$ cat config.mk
export PLATFORM = sky130hd
export DESIGN_NAME = pipeline_hazard_ctrl
export DESIGN_NICKNAME = d
export VERILOG_FILES = /design/src/rtl/otter_pkg.sv /design/src/rtl/hazard_src_decode.sv /design/src/rtl/pipeline_hazard_ctrl.sv
export SDC_FILE = /design/constraint.sdc
export NUM_CORES = 1
export LEC_CHECK = 0
export CAP_MARGIN = 0
export CORE_MARGIN = 4
export CORE_UTILIZATION = 26
export DETAILED_ROUTE_END_ITERATION = 8
export GPL_TIMING_DRIVEN = 0
export HOLD_SLACK_MARGIN = 0.02
export PLACE_DENSITY = 0.95
export SLEW_MARGIN = 30
export SYNTH_ARGS = -nofsm -noshare
export SYNTH_HDL_FRONTEND = slang
export SYNTH_SLANG_ARGS = --single-unit
$ cat constraint.sdc
create_clock -name CLK -period 10.8 [get_ports CLK]
set_clock_uncertainty 0.15 [all_clocks]
set_input_delay 3.24 -clock CLK [delete_from_list [all_inputs] [get_ports CLK]]
set_output_delay 3.24 -clock CLK [all_outputs]
set_load 0.01 [all_outputs]
$ cat src/rtl/otter_pkg.sv
// Shared types and constants for the OTTER pipeline hazard controller.
//   opcode_t     RV32I major opcodes seen by the hazard decoders
//   func3_t      branch func3 encodings
//   hz_state_t   interrupt-entry sequencer states
//   NOP_INSTR_DEFAULT  bubble instruction (addi x0,x0,0)
//   ST_*         stage indices used for the per-stage decode arrays
package otter_pkg;

    typedef enum logic [6:0] {
        OPC_LUI    = 7'b0110111,
        OPC_AUIPC  = 7'b0010111,
        OPC_JAL    = 7'b1101111,
        OPC_JALR   = 7'b1100111,
        OPC_BRANCH = 7'b1100011,
        OPC_LOAD   = 7'b0000011,
        OPC_STORE  = 7'b0100011,
        OPC_OP_IMM = 7'b0010011,
        OPC_OP     = 7'b0110011,
        OPC_SYSTEM = 7'b1110011
    } opcode_t;

    typedef enum logic [2:0] {
        F3_BEQ  = 3'b000,
        F3_BNE  = 3'b001,
        F3_BLT  = 3'b100,
        F3_BGE  = 3'b101,
        F3_BLTU = 3'b110,
        F3_BGEU = 3'b111
    } func3_t;

    localparam logic [31:0] NOP_INSTR_DEFAULT = 32'h0000_0013;

    typedef enum logic [1:0] {
        RUN   = 2'd0,
        DRAIN = 2'd1,
        TAKE  = 2'd2
    } hz_state_t;

    localparam int ST_DEC = 0;
    localparam int ST_EXE = 1;
    localparam int ST_MEM = 2;
    localparam int ST_WB  = 3;
    localparam int N_ST   = 4;

endpackage

$ cat src/rtl/hazard_src_decode.sv
// Register-usage decoder for one pipeline stage IR.
//   ir_i        instruction held in the stage
//   rs1_o/rs2_o source register fields
//   rd_o        destination register field
//   uses_rs1_o  instruction reads rs1
//   uses_rs2_o  instruction reads rs2
//   writes_rd_o instruction writes a non-x0 destination
//   is_load_o   instruction is a LOAD writing a non-x0 destination
// The bubble instruction is reported as touching no registers at all, so a
// flushed slot can never stall the pipe even if BUBBLE is not a canonical NOP.
module hazard_src_decode
    import otter_pkg::*;
#(
    parameter logic [31:0] BUBBLE = NOP_INSTR_DEFAULT
) (
    input  logic [31:0] ir_i,
    output logic [4:0]  rs1_o,
    output logic [4:0]  rs2_o,
    output logic [4:0]  rd_o,
    output logic        uses_rs1_o,
    output logic        uses_rs2_o,
    output logic        writes_rd_o,
    output logic        is_load_o
);

    opcode_t op;
    logic    wr;
    logic    ld;

    assign op    = opcode_t'(ir_i[6:0]);
    assign rs1_o = ir_i[19:15];
    assign rs2_o = ir_i[24:20];
    assign rd_o  = ir_i[11:7];

    always_comb begin
        uses_rs1_o = 1'b1;
        uses_rs2_o = 1'b0;
        wr         = 1'b0;
        ld         = 1'b0;
        case (op)
            OPC_LUI, OPC_AUIPC, OPC_JAL: begin
                uses_rs1_o = 1'b0;
                wr         = 1'b1;
            end
            OPC_JALR, OPC_OP_IMM: wr = 1'b1;
            OPC_LOAD: begin
                wr = 1'b1;
                ld = 1'b1;
            end
            OPC_OP: begin
                uses_rs2_o = 1'b1;
                wr         = 1'b1;
            end
            OPC_STORE, OPC_BRANCH: uses_rs2_o = 1'b1;
            // ecall/ebreak/mret (func3=0) write nothing; CSR ops write rd
            OPC_SYSTEM: wr = (ir_i[14:12] != 3'b000);
            default: ;
        endcase

        if (ir_i == BUBBLE) begin
            uses_rs1_o = 1'b0;
            uses_rs2_o = 1'b0;
            wr         = 1'b0;
            ld         = 1'b0;
        end

        // x0 is hardwired zero: writing it never produces a dependency
        writes_rd_o = wr && (rd_o != 5'd0);
        is_load_o   = ld && (rd_o != 5'd0);
    end

endmodule

$ cat src/rtl/pipeline_hazard_ctrl.sv
// Pipeline sequencer for the 5-stage OTTER core (IF/DEC/EXE/MEM/WB).
//   CLK, RST              clock, asynchronous active-high reset
//   DEC_IR..WB_IR         stage instruction registers
//   BR_TAKEN              control transfer taken in EXE
//   MEM_BUSY              data memory not ready, freeze everything
//   INTR, CSR_MIE         interrupt request (level) and global enable
//   PC_EN, *_IR_EN        per-stage load enables
//   DEC_FLUSH, EXE_FLUSH  load the bubble instruction instead of the upstream IR
//   INT_TAKEN             one-cycle pulse: redirect to mtvec, save DEC PC
//   FWD_A, FWD_B          rs1/rs2 bypass select: 0 RF, 1 MEM, 2 WB
// Optional feature: define HAZARD_FWD_EN to enable bypass selects; only
// load-use then stalls. Without it every RAW dependency on EXE/MEM/WB stalls.
// All outputs are combinational from the current state and inputs.
module pipeline_hazard_ctrl
    import otter_pkg::*;
#(
    parameter int          DRAIN_CYCLES = 2,
    parameter logic [31:0] NOP_INSTR    = NOP_INSTR_DEFAULT
) (
    input  logic        CLK,
    input  logic        RST,
    input  logic [31:0] DEC_IR,
    input  logic [31:0] EXE_IR,
    input  logic [31:0] MEM_IR,
    input  logic [31:0] WB_IR,
    input  logic        BR_TAKEN,
    input  logic        MEM_BUSY,
    input  logic        INTR,
    input  logic        CSR_MIE,
    output logic        PC_EN,
    output logic        DEC_IR_EN,
    output logic        EXE_IR_EN,
    output logic        MEM_IR_EN,
    output logic        WB_IR_EN,
    output logic        DEC_FLUSH,
    output logic        EXE_FLUSH,
    output logic        INT_TAKEN,
    output logic [1:0]  FWD_A,
    output logic [1:0]  FWD_B
);

    localparam int CNT_W = (DRAIN_CYCLES > 1) ? $clog2(DRAIN_CYCLES) : 1;

    hz_state_t        state_q, state_d;
    logic [CNT_W-1:0] cnt_q, cnt_d;

    logic [31:0] ir       [N_ST];
    logic [4:0]  rs1      [N_ST];
    logic [4:0]  rs2      [N_ST];
    logic [4:0]  rd       [N_ST];
    logic        uses_rs1 [N_ST];
    logic        uses_rs2 [N_ST];
    logic        wr       [N_ST];
    logic        ld       [N_ST];

    logic        stall;
    logic [1:0]  fwd_a, fwd_b;

    assign ir[ST_DEC] = DEC_IR;
    assign ir[ST_EXE] = EXE_IR;
    assign ir[ST_MEM] = MEM_IR;
    assign ir[ST_WB]  = WB_IR;

    for (genvar g = 0; g < N_ST; g++) begin : g_dec
        hazard_src_decode #(
            .BUBBLE(NOP_INSTR)
        ) u_dec (
            .ir_i       (ir[g]),
            .rs1_o      (rs1[g]),
            .rs2_o      (rs2[g]),
            .rd_o       (rd[g]),
            .uses_rs1_o (uses_rs1[g]),
            .uses_rs2_o (uses_rs2[g]),
            .writes_rd_o(wr[g]),
            .is_load_o  (ld[g])
        );
    end

    // Only the DEC consumer fields and the older-stage producer fields matter.
    logic unused_decode;
    assign unused_decode = ^{rd[ST_DEC], wr[ST_DEC], ld[ST_DEC], ld[ST_EXE],
                             ld[ST_MEM], ld[ST_WB],
                             rs1[ST_EXE], rs1[ST_MEM], rs1[ST_WB],
                             rs2[ST_EXE], rs2[ST_MEM], rs2[ST_WB],
                             uses_rs1[ST_EXE], uses_rs1[ST_MEM], uses_rs1[ST_WB],
                             uses_rs2[ST_EXE], uses_rs2[ST_MEM], uses_rs2[ST_WB]};

    function automatic logic hits(input logic [4:0] src, input logic used,
                                  input logic [4:0] dst, input logic writes);
        return used && writes && (src == dst);
    endfunction

    always_comb begin
`ifdef HAZARD_FWD_EN
        // A load in EXE has no data until the end of MEM: hold DEC one cycle
        stall = hits(rs1[ST_DEC], uses_rs1[ST_DEC], rd[ST_EXE], ld[ST_EXE]) ||
                hits(rs2[ST_DEC], uses_rs2[ST_DEC], rd[ST_EXE], ld[ST_EXE]);

        // Youngest producer wins: MEM before WB
        if (hits(rs1[ST_DEC], uses_rs1[ST_DEC], rd[ST_MEM], wr[ST_MEM]))
            fwd_a = 2'd1;
        else if (hits(rs1[ST_DEC], uses_rs1[ST_DEC], rd[ST_WB], wr[ST_WB]))
            fwd_a = 2'd2;
        else
            fwd_a = 2'd0;

        if (hits(rs2[ST_DEC], uses_rs2[ST_DEC], rd[ST_MEM], wr[ST_MEM]))
            fwd_b = 2'd1;
        else if (hits(rs2[ST_DEC], uses_rs2[ST_DEC], rd[ST_WB], wr[ST_WB]))
            fwd_b = 2'd2;
        else
            fwd_b = 2'd0;
`else
        // RF is written at the clock edge, so a WB producer still blocks DEC
        stall = hits(rs1[ST_DEC], uses_rs1[ST_DEC], rd[ST_EXE], wr[ST_EXE]) ||
                hits(rs1[ST_DEC], uses_rs1[ST_DEC], rd[ST_MEM], wr[ST_MEM]) ||
                hits(rs1[ST_DEC], uses_rs1[ST_DEC], rd[ST_WB],  wr[ST_WB])  ||
                hits(rs2[ST_DEC], uses_rs2[ST_DEC], rd[ST_EXE], wr[ST_EXE]) ||
                hits(rs2[ST_DEC], uses_rs2[ST_DEC], rd[ST_MEM], wr[ST_MEM]) ||
                hits(rs2[ST_DEC], uses_rs2[ST_DEC], rd[ST_WB],  wr[ST_WB]);
        fwd_a = 2'd0;
        fwd_b = 2'd0;
`endif
    end

    always_comb begin
        state_d   = state_q;
        cnt_d     = cnt_q;
        PC_EN     = 1'b0;
        DEC_IR_EN = 1'b0;
        EXE_IR_EN = 1'b0;
        MEM_IR_EN = 1'b0;
        WB_IR_EN  = 1'b0;
        DEC_FLUSH = 1'b0;
        EXE_FLUSH = 1'b0;
        INT_TAKEN = 1'b0;
        FWD_A     = 2'd0;
        FWD_B     = 2'd0;

        if (!RST) begin
            FWD_A = fwd_a;
            FWD_B = fwd_b;
        end

        if (RST || MEM_BUSY) begin
            // frozen: enables and flushes stay low, FSM and counter hold
        end else begin
            // Everything downstream of DEC always advances when not frozen
            EXE_IR_EN = 1'b1;
            MEM_IR_EN = 1'b1;
            WB_IR_EN  = 1'b1;
            case (state_q)
                TAKE: begin
                    PC_EN     = 1'b1;
                    DEC_IR_EN = 1'b1;
                    DEC_FLUSH = 1'b1;
                    EXE_FLUSH = 1'b1;
                    INT_TAKEN = 1'b1;
                    state_d   = RUN;
                end
                DRAIN: begin
                    if (BR_TAKEN) begin
                        // a draining instruction redirected: abandon entry,
                        // the request is arbitrated again from RUN
                        PC_EN     = 1'b1;
                        DEC_IR_EN = 1'b1;
                        DEC_FLUSH = 1'b1;
                        EXE_FLUSH = 1'b1;
                        state_d   = RUN;
                    end else begin
                        EXE_FLUSH = 1'b1;
                        if (cnt_q == '0)
                            state_d = TAKE;
                        else
                            cnt_d = cnt_q - 1'b1;
                    end
                end
                default: begin
                    if (BR_TAKEN) begin
                        PC_EN     = 1'b1;
                        DEC_IR_EN = 1'b1;
                        DEC_FLUSH = 1'b1;
                        EXE_FLUSH = 1'b1;
                    end else if (stall) begin
                        EXE_FLUSH = 1'b1;
                    end else begin
                        PC_EN     = 1'b1;
                        DEC_IR_EN = 1'b1;
                        if (INTR && CSR_MIE) begin
                            state_d = DRAIN;
                            cnt_d   = CNT_W'(DRAIN_CYCLES - 1);
                        end
                    end
                end
            endcase
        end
    end

    always_ff @(posedge CLK or posedge RST) begin
        if (RST) begin
            state_q <= RUN;
            cnt_q   <= '0;
        end else begin
            state_q <= state_d;
            cnt_q   <= cnt_d;
        end
    end

endmodule

[Word-level counts from Yosys, hierarchy flattened]
Cells that the tools add are included.
Operators by class
  $add $sub $neg: 1
  equality and inequality tests: 46
  multiplexer cells: 36
  bitwise operators: 3
  reduce and logical (&&, ||, !) cells: 38
Operators with widths (count)
  32-bit by 5-bit == test with 1-bit output, second input constant: 4
  7-bit == test, second input constant: 11
  7-bit by 6-bit == test with 1-bit output, second input constant: 9
  7-bit by 5-bit == test with 1-bit output, second input constant: 7
  5-bit == test: 6
  1-bit two-way mux: 25
  7-bit by 2-bit == test with 1-bit output, second input constant: 3
  7-bit OR reduction: 3
  1-bit logical AND: 16
  5-bit nonzero test: 3
  3-bit nonzero test: 4
  2-bit two-way mux: 5
  1-bit case mux with 2 select lines: 5
  5-bit AND reduction: 2
  1-bit logical OR: 6
  3-bit by 1-bit inequality test with 1-bit output, second input constant: 2
  3-bit OR reduction: 2
  2-bit case mux with 2 select lines: 1
  3-bit inequality test, second input constant: 1
  1-bit NOT: 3
  2-bit by 1-bit == test with 1-bit output, second input constant: 1
  2-bit == test, second input constant: 1
  2-bit by 1-bit inequality test with 1-bit output, second input constant: 1
  2-bit nonzero test: 1
  2 further kinds: 2
Word-level totals
  register bits after elaboration: 3
  input bits: 134
  output and inout port bits: 12
  word-level logic and storage cells: 126

[Logic depth before layout (Yosys ltp)]
  word-level depth: 16
  gate-level depth with buffers: 9

[Cells and area by module]
Synthesis repeated with hierarchy kept, for this count alone.
Second synthesis, totals
  cell total of the unflattened synthesis: 269
  area, all modules: 1899.3 um2
Modules (own cells, without submodules)
  hazard_src_decode: instances 4, cells an instance 46, area an instance 304.0 um2, sequential area each 0.0 um2
  pipeline_hazard_ctrl: instances 1, cells an instance 85, area an instance 683.2 um2, sequential area each 75.1 um2

[Worst setup path before layout]
No wires, ideal clock.
  path kind: input to output
  from: input port WB_IR[8]
  to: output port PC_EN
  data arrival time: 5.046 ns
  required time: 7.410 ns
  path slack: 2.364 ns
  stages on the path: 8
  buffers on the path: 1
  path through: or4_1 -> o211ai_1 -> nor3_1 -> o311a_4 -> nor2_1 -> nor3b_1 -> nor3_1 -> buf_4
On the way
  word-level cells in the longest chain between the ends: 13
RTL lines
  from (decl): line pipeline_hazard_ctrl.sv:25  | input logic [31:0] WB_IR,
  32-bit by 5-bit == test with 1-bit output: line hazard_src_decode.sv:60  | if (ir_i == BUBBLE) begin
  1-bit two-way mux: line hazard_src_decode.sv:60
  1-bit logical AND: line hazard_src_decode.sv:68  | writes_rd_o = wr && (rd_o != 5'd0);
  1-bit logical AND (2 in a row): line pipeline_hazard_ctrl.sv:90  | return used && writes && (src == dst);
  1-bit logical OR: line pipeline_hazard_ctrl.sv:116  | hits(rs1[ST_DEC], uses_rs1[ST_DEC], rd[ST_MEM], wr[ST_MEM]) ||
  1-bit logical OR: line pipeline_hazard_ctrl.sv:117  | hits(rs1[ST_DEC], uses_rs1[ST_DEC], rd[ST_WB], wr[ST_WB]) ||
  1-bit logical OR: line pipeline_hazard_ctrl.sv:118  | hits(rs2[ST_DEC], uses_rs2[ST_DEC], rd[ST_EXE], wr[ST_EXE]) ||
  1-bit logical OR (*): line pipeline_hazard_ctrl.sv:119  | hits(rs2[ST_DEC], uses_rs2[ST_DEC], rd[ST_MEM], wr[ST_MEM]) ||
  1-bit two-way mux (*) (2 in a row)
  1-bit case mux with 2 select lines (*)
  1-bit two-way mux (*)
  to (decl): line pipeline_hazard_ctrl.sv:30  | output logic PC_EN,
Every way passes the cells marked *; elsewhere a longest branch is shown, timed or not.

[Worst setup path after layout]
  from: input port EXE_IR[7]
  to: output port PC_EN
On the way
  word-level cells in the longest chain between the ends: 14
RTL lines
  from (decl): line pipeline_hazard_ctrl.sv:23  | input logic [31:0] EXE_IR,
  32-bit by 5-bit == test with 1-bit output: line hazard_src_decode.sv:60
  1-bit two-way mux: line hazard_src_decode.sv:60
  1-bit logical AND: line hazard_src_decode.sv:68
  1-bit logical AND (2 in a row): line pipeline_hazard_ctrl.sv:90
  1-bit logical OR: line pipeline_hazard_ctrl.sv:115  | stall = hits(rs1[ST_DEC], uses_rs1[ST_DEC], rd[ST_EXE], wr[ST_EXE]) ||
  1-bit logical OR: line pipeline_hazard_ctrl.sv:116
  1-bit logical OR (*): line pipeline_hazard_ctrl.sv:117
  1-bit logical OR (*): line pipeline_hazard_ctrl.sv:118
  1-bit logical OR (*): line pipeline_hazard_ctrl.sv:119
  1-bit two-way mux (*): line pipeline_hazard_ctrl.sv:184  | end else if (stall) begin
  1-bit two-way mux (*): line pipeline_hazard_ctrl.sv:179  | if (BR_TAKEN) begin
  1-bit case mux with 2 select lines (*): line pipeline_hazard_ctrl.sv:152  | case (state_q)
  1-bit two-way mux (*): line pipeline_hazard_ctrl.sv:145  | if (RST || MEM_BUSY) begin
Marked as above.

==> impl_metrics.py <==
metrics = {
    "outcome": {
        "status": "finished, final reports clean",
    },
    "global_routing": {
        "grt_remaining_overflow": 0,
        "grt_pass1_vias": 1416,
        "antenna_found_initial": 0,
        "grt_pass1_wl_mm": 6.168,
        "grt_max_degree": 7,
        "grt_usage_pct": 14.94,
    },
    "sta": {
        "finalSetupTns_ps": 0,
        "setup_violations": 0,
        "fmax_ghz": 0.1063,
        "finalCritPeriodShare_pct": 87.09,
        "slew_viol_final": 0,
        "hold_violations": 0,
        "period_needed_ps": 9406,
        "rsz0062_at_grt": "false",
    },
    "clock_tree": {
        "post_cts_buffers": 0,
        "cts_resized": 0,
        "numCtsBuffers": 3,
        "clockBufferDepth": 2,
        "cts.sinks": 3,
        "clk_latency_ps": 220,
        "cts_hold_buf": 0,
        "cts_tree": "yes",
        "clockRootBuffer": "clkbuf_8",
        "h-tree-depth": 1,
        "clk_pin_slew_worst_paths_ps": 30,
    },
    "yosys": {
        "ys_seq_elements": 3,
        "synth.distinct_cells": 45,
        "yosysSeqAreaShare_pct": 7.389,
        "netlist_area_sq_um": 1016,
        "synth_flop_cell": "dfrtp_1",
        "yosysTopAreaCell": "xnor2_1",
        "yosysTopAreaCellShare_pct": 14.66,
        "synthCells": 132,
        "synth_area_leaders": "xnor2_1 15%, xor2_1 11%, dfrtp_1 7.4%, nor3_1 5.4%, buf_4 5.2%",
        "synth.avg_cell_area_sq_um": 7.697,
        "async_flop_share_pct": 100.0,
        "synth_edf_count": 0,
        "ys_warn_count": 0,
    },
    "place": {
        "dpl_cell_area_sq_um": 1988,
        "dpl.hpwl_mm": 3.404,
        "portBuffers": 90,
        "globalplace.congestion": 0.8742,
    },
    "setup_path": {
        "crit_type": "primary input to output port",
        "cp-end-kind": "output port",
        "critPathMaxFanout": 3,
        "crit_path_start_kind": "primary input",
        "arrival_ps": 6020,
        "required_ps": 7410,
    },
    "floorplan": {
        "die_w_microns": 70.51,
        "die_area_sq_um": 4972,
        "num_rows": 22,
        "initial_core_util_pct": 27.34,
        "io-pin-count": 146,
        "die_h_microns": 70.51,
        "core_area_sq_um": 3716,
    },
    "final_layout": {
        "final_area_sq_um": 2033,
        "drive_gt1_share_pct": 8.734,
        "area_delta_synth_final_pct": 100.1,
        "fill_cells": 348,
        "num-nets-final": 366,
        "diodes": 0,
    },
    "detailed_routing": {
        "drc": 0,
        "viasPerCell": 4.830,
        "firstDrtPassIters": 4,
        "vias": 1338,
        "drt_iter0_markers": 35,
        "wl_mm": 3.677,
        "wire_per_inst_microns": 13.27,
        "ant_nets": 0,
    },
    "worst_hold_path": {
        "worstHoldPathType": "flop to flop",
    },
    "job": {
        "drv_cap": 0,
    },
    "power_and_ir_drop": {
        "p_sw_share_pct": 33.40,
        "p_leak_nw": 0.7300,
        "combinationalPowerShare_pct": 65.0,
        "p_clk_share_pct": 21.7,
        "powerDensity_nw_per_um2": 75.35,
        "pwr-share-seq_pct": 13.3,
        "p_int_w": 0.0001020,
        "ir_worst_vdd_v": 0.00009347,
        "p_switching_w": 0.00005116,
    },
}
-- metal layers --
layer	vias to the layer above	track usage, %	wire, microns
met1	601	17.38	1437
met4	0	4.043	25
li1	685	-	-
met2	49	27.34	1948
met3	3	3.165	267
met5	-	0	0
-- critical path, cell delays in order --
cell	delay, ps
clkdlybuf4s50_1	480
or3_1	400
o311a_1	290
o311ai_1	100
nor4_1	110
o311a_4	340
nor2_1	100
nor3b_1	60
nor3_1	220
buf_4	160
clkdlybuf4s50_1	520
-- cells by family (layout without fill, tap and decap cells) --
kind of cell	after synthesis	in the layout	share of synthesized area, %
other	1	4	0.3691
XOR/XNOR	30	30	25.86
buffers and inverters	14	108	7.881
flip-flops	3	3	7.389
multiplexers	1	1	1.477
adder cells (fa/ha/maj)	2	2	2.463
AO/OA/AOI/OAI	27	27	23.03
AND/OR/NAND/NOR	54	54	31.53
-- through the flow --
stage	setup WS [ps]	std cells	hold WS [ps]	utilization, %	total power, W
3_5_place_dp	1390	273	395.3	53.50	0.0001208
4_1_cts	1382	277	398.9	54.71	0.0001548
5_1_grt	1201	277	409.1	54.71	0.0001647
6_report	1394	277	395.7	54.71	0.0001532
3_3_place_gp	1406	273	388.0	53.50	0.0001166
2_1_floorplan	2364	135	344.9	-	0.00006628
-- path summary, 6_finish.rpt --
kind / startpoint / to / slack, ps / cells after the start
min: state_q[0]$_DFFE_PP0P_ / state_q[0]$_DFFE_PP0P_ / 400 / 1
min reg2reg: state_q[0]$_DFFE_PP0P_ / state_q[0]$_DFFE_PP0P_ / 400 / 1
min in group asynchronous: RST / cnt_q$_DFFE_PP0P_ / 3060 / 2
max reg2reg: state_q[1]$_DFFE_PP0P_ / state_q[0]$_DFFE_PP0P_ / 8830 / 7
max: EXE_IR[7] / PC_EN / 1390 / 11
max in group asynchronous: RST / state_q[1]$_DFFE_PP0P_ / 7300 / 2
-- layout make-up --
type / instances / area (sq um) / area share (%)
plain buffers: 8 / 57.56 / 2.831
multi-input cells: 118 / 872.1 / 42.89
clock buffers: 4 / 45.04 / 2.215
repair buffers: 90 / 900.9 / 44.31
well taps: 48 / 60.06 / 2.954
flip-flops and latches: 3 / 75.07 / 3.692
inverters: 6 / 22.52 / 1.108
-- flip-flops by register name, indices dropped and copies added (netlist names) --
| register | cells |
|---|---|
| cnt_q | 1 |
| state_q | 2 |
-- synth_stat cells (2+ instances only) --
master,count
o31ai_1,2
buf_4,7
o311ai_1,3
nand2b_1,2
nor4_1,8
ha_1,2
nor3_1,11
nor2_1,4
xor2_1,13
or4_1,2
nand4_1,3
dfrtp_1,3
nand2_1,6
a211oi_1,2
xnor2_1,17
nand3_1,5
nand3b_1,2
o211ai_1,2
or2_1,2
a21oi_1,6
inv_1,6
-- power groups by stage --
stage / clock network [W] / logic [W] / registers (W)
after floorplan: 0 / 0.0000471 / 0.0000192
after global placement: 0 / 0.0000964 / 0.0000203
after detailed placement: 0 / 0.000100 / 0.0000206
after CTS: 0.0000338 / 0.000101 / 0.0000203
after global routing: 0.0000350 / 0.000109 / 0.0000210
final: 0.0000332 / 0.0000996 / 0.0000204
-- layout by cell type (no fill, tap or decap), types with 2 or more instances in the layout --
master and instances:
nand2_1 6, ha_1 2, xor2_1 13, nor4_1 8
nand4_1 3, nand3b_1 2, or4_1 2, o31ai_1 2
conb_1 4, inv_1 6, a211oi_1 2, nor3_1 11
dfrtp_1 3, nand3_1 5, nor2_1 4, or2_1 2
nand2b_1 2, o311ai_1 3, xnor2_1 17, clkdlybuf4s50_1 90
buf_4 7, clkbuf_8 3, o211ai_1 2, a21oi_1 6
(Power assumes the default switching activity.)
